### config.mk
export PLATFORM = sky130hd
export DESIGN_NAME = clkdiv_multi_flat
export DESIGN_NICKNAME = d
export VERILOG_FILES = /design/src/rtl/clkdiv_pkg.sv /design/src/rtl/clkdiv_multi_if.sv /design/src/rtl/clkdiv_channel.sv /design/src/rtl/clkdiv_multi.sv /design/src/flat_wrapper.sv
export SDC_FILE = /design/constraint.sdc
export NUM_CORES = 1
export LEC_CHECK = 0
export ABC_AREA = 1
export CORE_AREA = 4 4 164 166
export CTS_CLUSTER_DIAMETER = 50
export DETAILED_ROUTE_END_ITERATION = 8
export DIE_AREA = 0 0 168 170
export GPL_TIMING_DRIVEN = 0
export PLACE_DENSITY = 0.75
export SLEW_MARGIN = 20
export SYNTH_ARGS = -nofsm -noshare
export SYNTH_HDL_FRONTEND = slang
export SYNTH_SLANG_ARGS = --single-unit
### constraint.sdc
create_clock -name in_clk -period 1.8 [get_ports in_clk]
set_input_delay 0.18 -clock in_clk [delete_from_list [all_inputs] [get_ports in_clk]]
set_output_delay 0.18 -clock in_clk [all_outputs]
set_load 0.01 [all_outputs]
### src/rtl/clkdiv_pkg.sv
// clkdiv_pkg: shared constants and helpers for the multi-channel clock divider.
//   CLKDIV_CNT_W_DEF : default counter / half-period width
//   CLKDIV_HALF_DEF  : default half-period terminal count (100 MHz -> 1 kHz)
//   clkdiv_idx_w()   : channel index width, never less than 1 bit
package clkdiv_pkg;

    localparam int unsigned CLKDIV_CNT_W_DEF = 32;
    localparam int unsigned CLKDIV_HALF_DEF  = 49999;

    function automatic int unsigned clkdiv_idx_w(input int unsigned n);
        return (n <= 1) ? 1 : $clog2(n);
    endfunction

endpackage

### src/rtl/clkdiv_multi_if.sv
// clkdiv_multi_if: configuration write channel of clkdiv_multi.
//   cfg_valid : write request (master -> slave)
//   cfg_ch    : target channel index (master -> slave)
//   cfg_half  : new half-period terminal count (master -> slave)
//   cfg_ready : pending slot free (slave -> master)
interface clkdiv_multi_if
    import clkdiv_pkg::*;
#(
    parameter int unsigned NUM_CH = 4,
    parameter int unsigned CNT_W  = CLKDIV_CNT_W_DEF
) ();

    localparam int unsigned CH_W = clkdiv_idx_w(NUM_CH);

    logic             cfg_valid;
    logic [CH_W-1:0]  cfg_ch;
    logic [CNT_W-1:0] cfg_half;
    logic             cfg_ready;

    modport master (output cfg_valid, cfg_ch, cfg_half, input cfg_ready);
    modport slave  (input cfg_valid, cfg_ch, cfg_half, output cfg_ready);

endinterface

### src/rtl/clkdiv_channel.sv
// clkdiv_channel: one divider channel, all state on the falling edge of in_clk.
//   in_clk    : system clock
//   rst       : synchronous active-high reset
//   en        : run enable; low holds cnt at 0 and forces out_clk low
//   load      : replace half with load_half on this edge
//   load_half : new half-period terminal count
//   term      : counter is at its terminal count this cycle (used for load decode)
//   out_clk   : divided clock, registered
//   tick      : one-cycle strobe on every toggle (only with CLKDIV_TICK_EN)
module clkdiv_channel
    import clkdiv_pkg::*;
#(
    parameter int unsigned      CNT_W        = CLKDIV_CNT_W_DEF,
    parameter logic [CNT_W-1:0] DEFAULT_HALF = CNT_W'(CLKDIV_HALF_DEF)
) (
    input  logic             in_clk,
    input  logic             rst,
    input  logic             en,
    input  logic             load,
    input  logic [CNT_W-1:0] load_half,
    output logic             term,
    output logic             out_clk
`ifdef CLKDIV_TICK_EN
    ,
    output logic             tick
`endif
);

    logic [CNT_W-1:0] cnt_q, cnt_d;
    logic [CNT_W-1:0] half_q, half_d;
    logic             out_clk_q, out_clk_d;
`ifdef CLKDIV_TICK_EN
    logic             tick_q, tick_d;
`endif

    assign term = en && (cnt_q == half_q);

    // load is only ever asserted at a wrap or while disabled, i.e. when cnt
    // is headed to 0, so a shrinking half can never strand cnt above it.
    always_comb begin
        cnt_d     = cnt_q;
        half_d    = half_q;
        out_clk_d = out_clk_q;
`ifdef CLKDIV_TICK_EN
        tick_d    = 1'b0;
`endif
        if (load) begin
            half_d = load_half;
        end
        if (!en) begin
            cnt_d     = '0;
            out_clk_d = 1'b0;
        end else if (term) begin
            cnt_d     = '0;
            out_clk_d = ~out_clk_q;
`ifdef CLKDIV_TICK_EN
            tick_d    = 1'b1;
`endif
        end else begin
            cnt_d = cnt_q + CNT_W'(1);
        end
    end

    always_ff @(negedge in_clk) begin
        if (rst) begin
            cnt_q     <= '0;
            half_q    <= DEFAULT_HALF;
            out_clk_q <= 1'b0;
`ifdef CLKDIV_TICK_EN
            tick_q    <= 1'b0;
`endif
        end else begin
            cnt_q     <= cnt_d;
            half_q    <= half_d;
            out_clk_q <= out_clk_d;
`ifdef CLKDIV_TICK_EN
            tick_q    <= tick_d;
`endif
        end
    end

    assign out_clk = out_clk_q;
`ifdef CLKDIV_TICK_EN
    assign tick = tick_q;
`endif

endmodule

### src/rtl/clkdiv_multi.sv
// clkdiv_multi: NUM_CH independent runtime-programmable clock dividers.
//   in_clk  : 100 MHz system clock; all logic on its falling edge
//   rst     : synchronous active-high reset
//   ch_en   : per-channel run enable
//   cfg     : clkdiv_multi_if.slave configuration write port (valid/ch/half/ready)
//   out_clk : divided clocks, registered
//   tick    : per-channel toggle strobe, present only when CLKDIV_TICK_EN is defined
// A single pending slot {ch, half} holds one write until the target channel
// wraps (or immediately if it is disabled), which keeps reprogramming glitch-free.
module clkdiv_multi
    import clkdiv_pkg::*;
#(
    parameter int unsigned      NUM_CH       = 4,
    parameter int unsigned      CNT_W        = CLKDIV_CNT_W_DEF,
    parameter logic [CNT_W-1:0] DEFAULT_HALF = CNT_W'(CLKDIV_HALF_DEF)
) (
    input  logic              in_clk,
    input  logic              rst,
    input  logic [NUM_CH-1:0] ch_en,
    clkdiv_multi_if.slave     cfg,
    output logic [NUM_CH-1:0] out_clk
`ifdef CLKDIV_TICK_EN
    ,
    output logic [NUM_CH-1:0] tick
`endif
);

    localparam int unsigned CH_W = clkdiv_idx_w(NUM_CH);

    logic             slot_valid_q, slot_valid_d;
    logic [CH_W-1:0]  slot_ch_q, slot_ch_d;
    logic [CNT_W-1:0] slot_half_q, slot_half_d;
    logic             cfg_ready_q, cfg_ready_d;

    logic [NUM_CH-1:0] term;
    logic [NUM_CH-1:0] load;
    logic              accept;
    logic              ch_in_range;

    for (genvar g = 0; g < NUM_CH; g++) begin : g_ch
        assign load[g] = slot_valid_q && (slot_ch_q == CH_W'(g)) && (term[g] || !ch_en[g]);

        clkdiv_channel #(
            .CNT_W        (CNT_W),
            .DEFAULT_HALF (DEFAULT_HALF)
        ) u_ch (
            .in_clk    (in_clk),
            .rst       (rst),
            .en        (ch_en[g]),
            .load      (load[g]),
            .load_half (slot_half_q),
            .term      (term[g]),
            .out_clk   (out_clk[g])
`ifdef CLKDIV_TICK_EN
            ,
            .tick      (tick[g])
`endif
        );
    end

    always_comb begin
        accept      = cfg.cfg_valid && cfg_ready_q;
        ch_in_range = 32'(cfg.cfg_ch) < NUM_CH;

        slot_valid_d = slot_valid_q;
        slot_ch_d    = slot_ch_q;
        slot_half_d  = slot_half_q;

        if (|load) begin
            slot_valid_d = 1'b0;
        end
        // Out-of-range writes complete the handshake but never occupy the slot.
        if (accept && ch_in_range) begin
            slot_valid_d = 1'b1;
            slot_ch_d    = cfg.cfg_ch;
            slot_half_d  = cfg.cfg_half;
        end

        // Ready drops with the fill and rises one edge after the slot clears.
        cfg_ready_d = !slot_valid_d && !slot_valid_q;
    end

    always_ff @(negedge in_clk) begin
        if (rst) begin
            slot_valid_q <= 1'b0;
            slot_ch_q    <= '0;
            slot_half_q  <= '0;
            cfg_ready_q  <= 1'b1;
        end else begin
            slot_valid_q <= slot_valid_d;
            slot_ch_q    <= slot_ch_d;
            slot_half_q  <= slot_half_d;
            cfg_ready_q  <= cfg_ready_d;
        end
    end

    assign cfg.cfg_ready = cfg_ready_q;

endmodule

### src/flat_wrapper.sv
// flat-port wrapper written by rule: the top's interface ports become plain ports
module clkdiv_multi_flat import clkdiv_pkg::*;
#(
    parameter int unsigned      NUM_CH       = 4,
    parameter int unsigned      CNT_W        = CLKDIV_CNT_W_DEF,
    parameter logic [CNT_W-1:0] DEFAULT_HALF = CNT_W'(CLKDIV_HALF_DEF)
)
  (in_clk, rst, ch_en, out_clk, cfg_cfg_valid, cfg_cfg_ch, cfg_cfg_half, cfg_cfg_ready);
  clkdiv_multi_if #(.NUM_CH(NUM_CH), .CNT_W(CNT_W)) cfg_i ();
  input  logic in_clk;
  input  logic rst;
  input  logic [NUM_CH-1:0] ch_en;
  output logic [NUM_CH-1:0] out_clk;
  input wire logic [$bits(cfg_i.cfg_valid)-1:0] cfg_cfg_valid;
  input wire logic [$bits(cfg_i.cfg_ch)-1:0] cfg_cfg_ch;
  input wire logic [$bits(cfg_i.cfg_half)-1:0] cfg_cfg_half;
  output wire logic [$bits(cfg_i.cfg_ready)-1:0] cfg_cfg_ready;
  assign cfg_i.cfg_valid = cfg_cfg_valid;
  assign cfg_i.cfg_ch = cfg_cfg_ch;
  assign cfg_i.cfg_half = cfg_cfg_half;
  assign cfg_cfg_ready = cfg_i.cfg_ready;
  clkdiv_multi #(.NUM_CH(NUM_CH), .CNT_W(CNT_W), .DEFAULT_HALF(DEFAULT_HALF)) u_core (.in_clk(in_clk), .rst(rst), .ch_en(ch_en), .cfg(cfg_i), .out_clk(out_clk));
endmodule
==> impl_results.md <==
* Status: complete, but fails checks
* Failing checks: DRC, setup timing
* Pre-Repair DR Iteration Count at 9
* Final Hold Vio Count at 0
* Final slew viol count at 0
* Grt met3 use at 9.57%
* Die Y at 170 um
* DR DRC count at 9
* Core area at 25600 um2
* Die X-Extent at 168 um
* Worst path required time at 1.33 ns
* Post-Syn Nets at 1983
* Crit path largest cell delay at 0.48 ns
* Max-slew headroom at 54.4%
* FFs w/ async S/R, synth at 0%
* Final-layout fill cell count at 1317
* First-pass GRT wire length at 68100 um
* Number of flops mapped to enable cells by yosys at 0
* Crit-path most repeated cell: nor2_1
* Final core occ at 81.0%
* R2R depth at 11
* Rows at 59
* Cell chain of the critical path: clkdlybuf4s50_1 > nand2_4 > clkinv_2 > clkbuf_4 > nor2_1 > nor2_1
* Worst skew pair latency at 0.65 ns
* ANT cells at 0
* WP buf/inv at 3
* Top Ports at 46
* CTS buffer count at 36
* CTS clk-pin slew, worst paths at 0.04 ns
* Largest delay share family, worst path: buffers and inverters
* Design Power at 20.0 mW
* Stages on worst setup path at 6
* Vias in the first global route at 14800
* Hold path start: u_core.g_ch[3].u_ch.cnt_q[0]
* GRT Util Overall at 29.1%
* Grt met2 use at 47.8%
* Seq cells post-synth at 296
* Grt total ovfl at 0
* Final Instance Area at 20800 um2
* Hold-fix buffers, CTS at 0
* MaxCap Viol Count at 0
* Share of post-route cells with drive strength above 1 at 30.2%
* Cell Area, Synth at 13800 um2
* Longest Clk Path Bufs at 3
* PD cells at 962 nW/um2
* Cell variety after synth at 47
* Slowest-stage cell, CP: nor2_1
* Worst hold path cell count at 1
* Vias per cell at 6.01
* Area contributors post-synth: dfxtp_1, nand2_1, nor2_1
* Starting Density at 53.9%
* CP max FO at 10
* Routing usage on met1 at 33.3%
* Syn. warnings at 0
* Crit path kind: in2reg
* Setup Viol. Count Final at 245
* Final weighted congestion in routability-driven placement at 0.903
* Initial antenna violation count at 2
* Top cell type's share of synthesized area at 42.9%
* Fin worst setup slack at -0.476 ns
* Hold Path End: u_core.g_ch[3].u_ch.cnt_q[0]
* Leak at 9.29 nW
* Worst path arrival time at 1.81 ns
* Total Wirelength at 58100 um
* Die area at 28600 um2
* Worst setup EP type: register
* Peak VDD IR at 0.924 mV
* Worst reg2reg setup slack at -0.42 ns
* Avg Inst Size Synth at 7.12 um2
* GRT Max-Usage Layer: met2
* Root buffer cell: clkbuf_16
* Final #Nets at 2480
* Setup repair after global routing missed its margin: true
* Ys flop type: dfxtp_1
* Placement Cell Area at 14800 um2
* Final HPWL from detailed placement at 26800 um
* Synth top cells by count: nand2_1, nor2_1, dfxtp_1, inv_1, o21ai_0
* TritonCTS clock tree: done
* # clock sinks at 296
* Worst-Margin Slew at 0.684 ns
* Clk_skew at 0.0746 ns
* Hold Path Class: reg2reg
* Reg2reg end: u_core.g_ch[1].u_ch.half_q[30]
* WL/cell at 20.8 um
* Most common cell in the netlist: nand2_1
* H-tree Lvls at 2
* Antenna Nets Post-Route at 0
* Number of cells produced by synthesis at 1938
* 1st-iter DRT viols at 2124
* Area leader, netlist: dfxtp_1
* Largest net degree at the start of global routing at 20
* Setup crit start kind: primary input
* Reg-to-Reg Start: u_core.g_ch[1].u_ch.cnt_q[18]
* Via count at 16800
* Area Overhead vs Synth at 50.4%
* Seq/Total Area, Yosys at 42.9%
* IO buf count at 45
final cells by class:
class	instances	area, um2	share of cell area, %
timing repair buffer	167	1780	8.59
clock inverter	325	1490	7.18
sequential	296	6140	29.6
buffer	58	637	3.07
multi-input combinational	1387	8560	41.2
inverter	193	793	3.82
clock buffer	37	926	4.46
tap	335	419	2.02
through the flow:
step | hold WS (ns) | setup slack [ns] | setup TNS (ns) | cells
final | 0.464 | -0.476 | -43.29 | 2798
after global routing | 0.491 | -0.528 | -57.84 | 2798
after CTS | 0.456 | -0.306 | -3.09 | 2732
after detailed placement | 0.461 | -1.33 | -288.49 | 2318
after global placement | 0.455 | -1.32 | -282.89 | 2318
after floorplan | 0.441 | -0.0271 | -0.619 | 1938
layout by cell type, fill, tap and decap left out, types with 18 or more instances in the layout:
cell and instances:
a21oi_1 60, a21oi_2 26, buf_4 80, buf_6 42, buf_8 20, clkbuf_16 49, clkdlybuf4s50_1 36, dfxtp_1 185
dfxtp_2 79, dfxtp_4 32, inv_1 456, inv_2 23, nand2_1 328, nand2_2 43, nand2_4 31, nand3_1 36
nand3_2 21, nand4_1 23, nor2_1 316, nor2_2 27, nor2_4 42, nor3_1 43, nor3_2 18, o21ai_0 49
o21ai_1 35, o21ai_2 60, xnor2_1 79
state kept, by name, summed over array words and instances (netlist names):
register / cells
u_core.g_ch.u_ch.half_q: 128
u_core.slot_half_q: 32
u_core.slot_ch_q: 2
u_core.g_ch.u_ch.out_clk: 4
u_core.slot_valid_q: 1
u_core.g_ch.u_ch.cnt_q: 128
u_core.cfg.cfg_ready: 1
power breakdown:
group | switching, mW | internal [mW] | leakage (nW)
Combinational | 0.791 | 0.567 | 4.63
Sequential | 0.366 | 6.72 | 2.45
Clock | 5.57 | 5.95 | 2.21
Total | 6.73 | 13.2 | 9.29
worst register-to-register path, cell delays in order, from the launching register on:
cell       delay, ns
dfxtp_1         0.49
xnor2_1         0.17
nand2_1         0.11
nor2_1          0.21
nand2_1         0.12
nor2_1          0.14
nand2_2         0.14
nand2_4         0.14
nand2_8         0.13
clkbuf_16       0.23
o21ai_2         0.14
nor2_1          0.07
how the worst max path moves through the flow:
stage                                endpoint                           start
2_1_floorplan   u_core.g_ch[2].u_ch.cnt_q[15]                             rst
3_3_place_gp    u_core.g_ch[1].u_ch.half_q[7]                             rst
3_5_place_dp    u_core.g_ch[1].u_ch.half_q[7]                             rst
4_1_cts                            out_clk[2]     u_core.g_ch[2].u_ch.out_clk
5_1_grt        u_core.g_ch[1].u_ch.half_q[30]  u_core.g_ch[1].u_ch.half_q[28]
6_report               u_core.slot_half_q[29]                   cfg_cfg_valid
kinds of logic after synthesis:
group	count (synthesis)	synth area share, %
adders and majority gates	4	0.363
AOI/OAI and AO/OA	274	10.4
and+or+nand+nor	999	31.9
buffers and inverters	257	7.59
DFF	296	42.9
xor gates and xnor gates	108	6.85
routing by layer:
metal / vias to the layer above / part of all wire, %
li1: 7211 / -
met1: 7713 / 33
met2: 1375 / 45
met3: 525 / 12
met4: 2 / 9.3
met5: - / 0.022
timing repair:
action,in CTS,in global routing
setup buffers,53,50
resized for setup,308,522
cloned,5,17
pin swaps,58,137
setup endpoints to repair,297,279
Power figures use the tool's default switching activity.
